**src/rtl/vga_pixel_scanner.sv**
```systemverilog
`default_nettype none
// ============================================================================
// Module   : vga_pixel_scanner
// Brief    : VGA raster timing with one frame-buffer color fetch per active pixel
// Revision : 1.0
// ============================================================================
module vga_pixel_scanner #(
  parameter int H_ACTIVE = 640,
  parameter int H_FP     = 16,
  parameter int H_SYNC   = 96,
  parameter int H_BP     = 48,
  parameter int V_ACTIVE = 480,
  parameter int V_FP     = 10,
  parameter int V_SYNC   = 2,
  parameter int V_BP     = 33,
  parameter int ADDR_W   = 19
) (
  input  logic              clk,
  input  logic              reset_n,
  input  logic              pix_en,
  output logic              fb_rd,
  output logic [ADDR_W-1:0] fb_addr,
  input  logic [2:0]        fb_data,
  output logic [2:0]        color,
  output logic              hsync_n,
  output logic              vsync_n,
  output logic              blank_n,
  output logic              frame_start
);

  localparam int c_h_total = H_ACTIVE + H_FP + H_SYNC + H_BP;
  localparam int c_v_total = V_ACTIVE + V_FP + V_SYNC + V_BP;
  localparam int c_hw      = $clog2(c_h_total);
  localparam int c_vw      = $clog2(c_v_total);

  localparam logic [c_hw-1:0] c_h_last     = c_hw'(c_h_total - 1);
  localparam logic [c_hw-1:0] c_h_act      = c_hw'(H_ACTIVE);
  localparam logic [c_hw-1:0] c_hs_start   = c_hw'(H_ACTIVE + H_FP);
  localparam logic [c_hw-1:0] c_hs_end     = c_hw'(H_ACTIVE + H_FP + H_SYNC);
  localparam logic [c_vw-1:0] c_v_last     = c_vw'(c_v_total - 1);
  localparam logic [c_vw-1:0] c_v_act      = c_vw'(V_ACTIVE);
  localparam logic [c_vw-1:0] c_vs_start   = c_vw'(V_ACTIVE + V_FP);
  localparam logic [c_vw-1:0] c_vs_end     = c_vw'(V_ACTIVE + V_FP + V_SYNC);

  logic [c_hw-1:0]   r_h_cnt;
  logic [c_vw-1:0]   r_v_cnt;
  logic [ADDR_W-1:0] r_addr;

  // One-tick delay of the raster decode, lining it up with the RAM read latency
  logic r_p_active;
  logic r_p_hsync;
  logic r_p_vsync;
  logic r_p_first;

  logic w_h_last;
  logic w_v_last;
  logic w_active;
  logic w_hs_zone;
  logic w_vs_zone;
  logic w_first;

  assign w_h_last  = (r_h_cnt == c_h_last);
  assign w_v_last  = (r_v_cnt == c_v_last);
  assign w_active  = (r_h_cnt < c_h_act) && (r_v_cnt < c_v_act);
  assign w_hs_zone = (r_h_cnt >= c_hs_start) && (r_h_cnt < c_hs_end);
  assign w_vs_zone = (r_v_cnt >= c_vs_start) && (r_v_cnt < c_vs_end);
  assign w_first   = (r_h_cnt == '0) && (r_v_cnt == '0);

  // Gated by reset so no read is issued while the raster is held
  assign fb_rd   = reset_n & pix_en & w_active;
  assign fb_addr = r_addr;

  always_ff @(posedge clk or negedge reset_n) begin
    if (!reset_n) begin
      r_h_cnt    <= '0;
      r_v_cnt    <= '0;
      r_addr     <= '0;
      r_p_active <= 1'b0;
      r_p_hsync  <= 1'b0;
      r_p_vsync  <= 1'b0;
      r_p_first  <= 1'b0;
      color      <= 3'd0;
      blank_n    <= 1'b0;
      hsync_n    <= 1'b1;
      vsync_n    <= 1'b1;
    end else if (pix_en) begin
      r_h_cnt <= w_h_last ? '0 : r_h_cnt + c_hw'(1);
      if (w_h_last) begin
        r_v_cnt <= w_v_last ? '0 : r_v_cnt + c_vw'(1);
      end
      if (w_h_last && w_v_last) begin
        r_addr <= '0;
      end else if (w_active) begin
        r_addr <= r_addr + ADDR_W'(1);
      end

      r_p_active <= w_active;
      r_p_hsync  <= w_hs_zone;
      r_p_vsync  <= w_vs_zone;
      r_p_first  <= w_first;

      color   <= r_p_active ? fb_data : 3'd0;
      blank_n <= r_p_active;
      hsync_n <= ~r_p_hsync;
      vsync_n <= ~r_p_vsync;
    end
  end

  // Cleared on every non-tick clk so the pulse stays one clk wide
  always_ff @(posedge clk or negedge reset_n) begin
    if (!reset_n) begin
      frame_start <= 1'b0;
    end else begin
      frame_start <= pix_en & r_p_first;
    end
  end

endmodule
`default_nettype wire

```
**config.mk**
```make
export PLATFORM = sky130hd
export DESIGN_NAME = vga_pixel_scanner
export DESIGN_NICKNAME = d
export VERILOG_FILES = /design/src/rtl/vga_pixel_scanner.sv
export SDC_FILE = /design/constraint.sdc
export NUM_CORES = 1
export LEC_CHECK = 0
export CORE_MARGIN = 2
export CORE_UTILIZATION = 35
export CTS_CLUSTER_DIAMETER = 50
export DETAILED_ROUTE_END_ITERATION = 12
export PLACE_DENSITY = 0.53
export SLEW_MARGIN = 20
export SYNTH_ARGS = -nofsm -noshare
export SYNTH_HDL_FRONTEND = slang
export SYNTH_SLANG_ARGS = --single-unit
```
**constraint.sdc**
```tcl
create_clock -name clk -period 3.6 [get_ports clk]
set_input_delay 0.72 -clock clk [delete_from_list [all_inputs] [get_ports clk]]
set_output_delay 0.72 -clock clk [all_outputs]
set_load 0.01 [all_outputs]
```
After elaboration in Yosys (flattened, before gate mapping) --
Cells that the tools add are included.
Word-level totals: output and inout bits 27, register bits after elaboration 50
Cells by class: bitwise logic cells 5, $lt $le $gt $ge 6, mux-type cells 5, reductions and logical operators 10, add/subtract/negate cells 3, equality and inequality tests 2
Operators by type and width (number):
- 19-bit two-way mux | 2
- 10-bit by 1-bit adder with 10-bit output (second input constant) | 2
- 10-bit equality test (second input constant) | 2
- 10-bit logical NOT | 2
- 10-bit < comparator (second input constant) | 2
- 10-bit by 9-bit < comparator with 1-bit output (second input constant) | 2
- 10-bit two-way mux | 2
- 19-bit by 1-bit adder with 19-bit output (second input constant) | 1
- 10-bit greater-or-equal comparator (second input constant) | 1
- 10-bit by 9-bit greater-or-equal comparator with 1-bit output (second input constant) | 1
- 1-bit logical AND | 5
- 2-bit AND reduction | 2
- 1-bit bitwise AND | 3
- 3-bit two-way mux | 1
- 1-bit inverter | 2
- 2-bit nonzero test | 1

Longest topological paths before layout --
depth after elaboration 4, gate-level depth with buffers 8

Worst setup path before layout --
No wires, ideal clock.
path kind input to output, start in pix_en, end out fb_rd, stages 4, data arrival time 1718 ps, slack 1162 ps, cells stage by stage clkbuf_1 > and4b_1 > clkbuf_1 > and2_1
Between the ends: longest elaborated chain between the ends 2
RTL lines:
- start: declaration | line 20 | input logic pix_en,
- 1-bit bitwise AND (2 in a row) | line 70 | assign fb_rd = reset_n & pix_en & w_active;
- end: declaration | line 21 | output logic fb_rd,
Every way passes these cells.

Final worst setup path --
Same ends and word-level chain as after synthesis.

==> impl_metrics.toml <==
[outcome]
status = "finished clean"

[global_route]
first_global_vias = 2125
grt_first_pass_wirelength_um = 11000
overflow = 0
grt_max_degree = 51
antenna_found_initial = 0
track_usage_pct = 16.5

[routing]
avgRoutedWirePerCell_um = 15.0
drt_iter0_drc = 120
drc = 0
vias = 2106
viasPerCell = 5.15
firstDrtPassIters = 4
drt.antenna.violating_nets = 0
postRouteWirelength_um = 6130

[pwr]
p_total_mw = 1.32
p_comb_share_pct = 17.0
p_int_uw = 947
p_sw_share_pct = 28.3
seqPwrFrac_pct = 52.8
power.density_mw_per_mm2 = 417
p_leak_nw = 1.31
p_switching_uw = 373
clkPwrFrac_pct = 30.2
ir_worst_vdd_mv = 0.174

[critical_path]
max_stage_delay_ns = 0.56
cp_num_buf_inv = 2
critPathRequiredTime_ns = 2.88
worstSetupStartpointType = "input port"
r2r-start = "r_v_cnt[1]$_DFFE_PN0P_"
critPathLaunch = "pix_en"
path_max_fanout = 3
worstSetupPathType = "in2out"
crit_family = "buffers and inverters"
cp.arrival_ns = 2.21
crit_path_end_kind = "output pin"
slowest_stage = "clkdlybuf4s50_1"
path_cells = "clkdlybuf4s50_1 -> and4b_1 -> and2_1 -> clkdlybuf4s50_1"
cpMostUsedCell = "clkdlybuf4s50_1"

[layout]
final_core_util_pct = 43.7
areaGrowthSynthToFinish_pct = 20.9
n_fill_cell = 767
antenna_cells = 0
drive_gt1_share_pct = 9.35
fin_nets = 320

[floorplanning]
fp-row-count = 31
die_area_sq_mm = 0.00820
die_x_um = 90.5
coreArea_sq_mm = 0.00725
initial_utilization_pct = 36.1
io_pins = 33
die_h_um = 90.5

[yosys]
synthesis.nets = 286
ys_seq_elements = 50
ys_seq_area_share_pct = 47.8
synth_most_common_cell = "dfrtp_1"
synth-edff-count = 0
ys_types = 51
netlist_area_sq_mm = 0.00262
ys_top_cells_by_count = "dfrtp_1 (48), nand2_1 (27), o21ai_0 (21)"
synth_top_cell_area_share_pct = 45.8
synth_cells = 275
ys.flop_type = "dfrtp_1"
synthTopCellsByArea = "dfrtp_1 (46%), o21ai_0 (4.0%), nand2_1 (3.9%), nand3_1 (3.1%), a21oi_1 (2.5%)"
async_flop_share_pct = 100
avgSynthCellArea_sq_um = 9.53
yosysTopAreaCell = "dfrtp_1"
yosysWarnings = 0

[timing]
maxSlewViolCount = 0
worst_pin_slew_ns = 0.648
final-hold-violation-count = 0
final.setup.tns_ns = 0
fin_crit_sh_pct = 81.3
rsz0062_at_grt = "false"
fin_skew_ns = 0.0107
setup_violations = 0
max_slew_margin_pct = 56.6
layout_setup_ws_ns = 0.674
min_period_ns = 2.93
clock.fmax_mhz = 342

[min_path]
hp-class = "reg2reg"
worstHoldStart = "r_p_vsync$_DFFE_PN0P_"

[clock_network]
clock_sinks = 50
ctsResizeCount = 0
ctsHoldBuffers = 0
cts_buffers = 5
cts_setup_buffers = 0
path_clk_slew_ns = 0.09
clockBufferDepth = 2
clk_latency_ns = 0.30
cts_tree = "done"
htree_levels = 2
cts_root_buf = "clkbuf_8"

[run]
maxCapViolCount = 0

[placed_design]
dp_slack_ns = 0.673
dp_hpwl_um = 4230
io_buffer_count = 32
place_congestion = 0.767
## worst reg2reg max path, cell delays in order, from the launching register on
cell,delay (ns)
dfrtp_1,0.44
inv_1,0.10
ha_1,0.13
or4b_4,0.48
nor4_4,0.21
buf_4,0.29
a21oi_4,0.21
a21o_1,0.20
a22o_1,0.22
## sequential cells by signal, summed over array words and instances (netlist names)
name	cells
hsync_n	1
r_p_vsync	1
r_p_first	1
frame_start	1
vsync_n	1
color	3
blank_n	1
r_h_cnt	10
r_p_active	1
fb_addr	19
r_p_hsync	1
r_v_cnt	10
## per-stage QoR
stage          area [sq um]  std cells  hold slack, ns
3_3_place_gp           3060        401           0.404
3_5_place_dp           3060        401           0.422
2_1_floorplan          2620        275           0.388
4_1_cts                3170        409           0.432
6_report               3170        409           0.426
5_1_grt                3170        409           0.479
## path summary, 6_finish.rpt
kind,endpoint,slack (ns),cells after the start
min in group asynchronous,r_h_cnt[6]$_DFFE_PN0P_,0.58,2
setup reg to reg,fb_addr[3]$_DFFE_PN0P_,1.22,8
hold / removal,vsync_n$_DFFE_PN1P_,0.43,1
setup / recovery,fb_rd,0.67,4
hold reg to reg,vsync_n$_DFFE_PN1P_,0.43,1
max in group asynchronous,r_v_cnt[0]$_DFFE_PN0P_,2.60,2
## cells in the final DEF, fill, tap and decap left out, types with 5 or more instances in the layout
master            n
inv_1            15
nor2_1           13
nor3_1            7
nand3_1          16
ha_1              5
dfrtp_1          48
xnor2_1           6
o21ai_0          21
o21ai_1          13
buf_4             7
and3_1            7
or3_1             5
nand4_1           8
a21oi_1          13
nand2_1          27
clkdlybuf4s50_1  31
clkbuf_8          5
## area by class of cell
type / instances / area, sq um / area share [%]
repair buffers: 39 / 368 / 11.6
flip-flops and latches: 50 / 1250 / 39.6
clock buffers: 6 / 72.6 / 2.29
multi-input cells: 198 / 1260 / 39.7
inverters: 15 / 56.3 / 1.78
well taps: 99 / 124 / 3.91
clock inverters: 2 / 37.5 / 1.18
## power by group through the flow
stage | combinational (mW) | clock [mW] | sequential [mW]
3_3_place_gp | 0.225 | 0 | 0.705
3_5_place_dp | 0.229 | 0 | 0.706
5_1_grt | 0.252 | 0.440 | 0.713
2_1_floorplan | 0.121 | 0 | 0.695
4_1_cts | 0.230 | 0.414 | 0.696
6_report | 0.225 | 0.399 | 0.696
## metal layers
metal	track usage, %	wire length, um	up-vias
met1	24.5	3170	1000
met4	4.49	42	0
li1	-	-	1059
met3	3.26	256	2
met5	0	0	-
met2	24.4	2670	45
## logic make-up after synthesis
| logic type | share of synthesized area [%] |
|---|---|
| xor gates and xnor gates | 3.34 |
| AOI/OAI and AO/OA | 16.2 |
| DFF | 47.8 |
| muxes | 2.48 |
| adders and majority gates | 2.39 |
| buffers and inverters | 4.25 |
| and+or+nand+nor | 23.5 |
(Power assumes the default switching activity.)
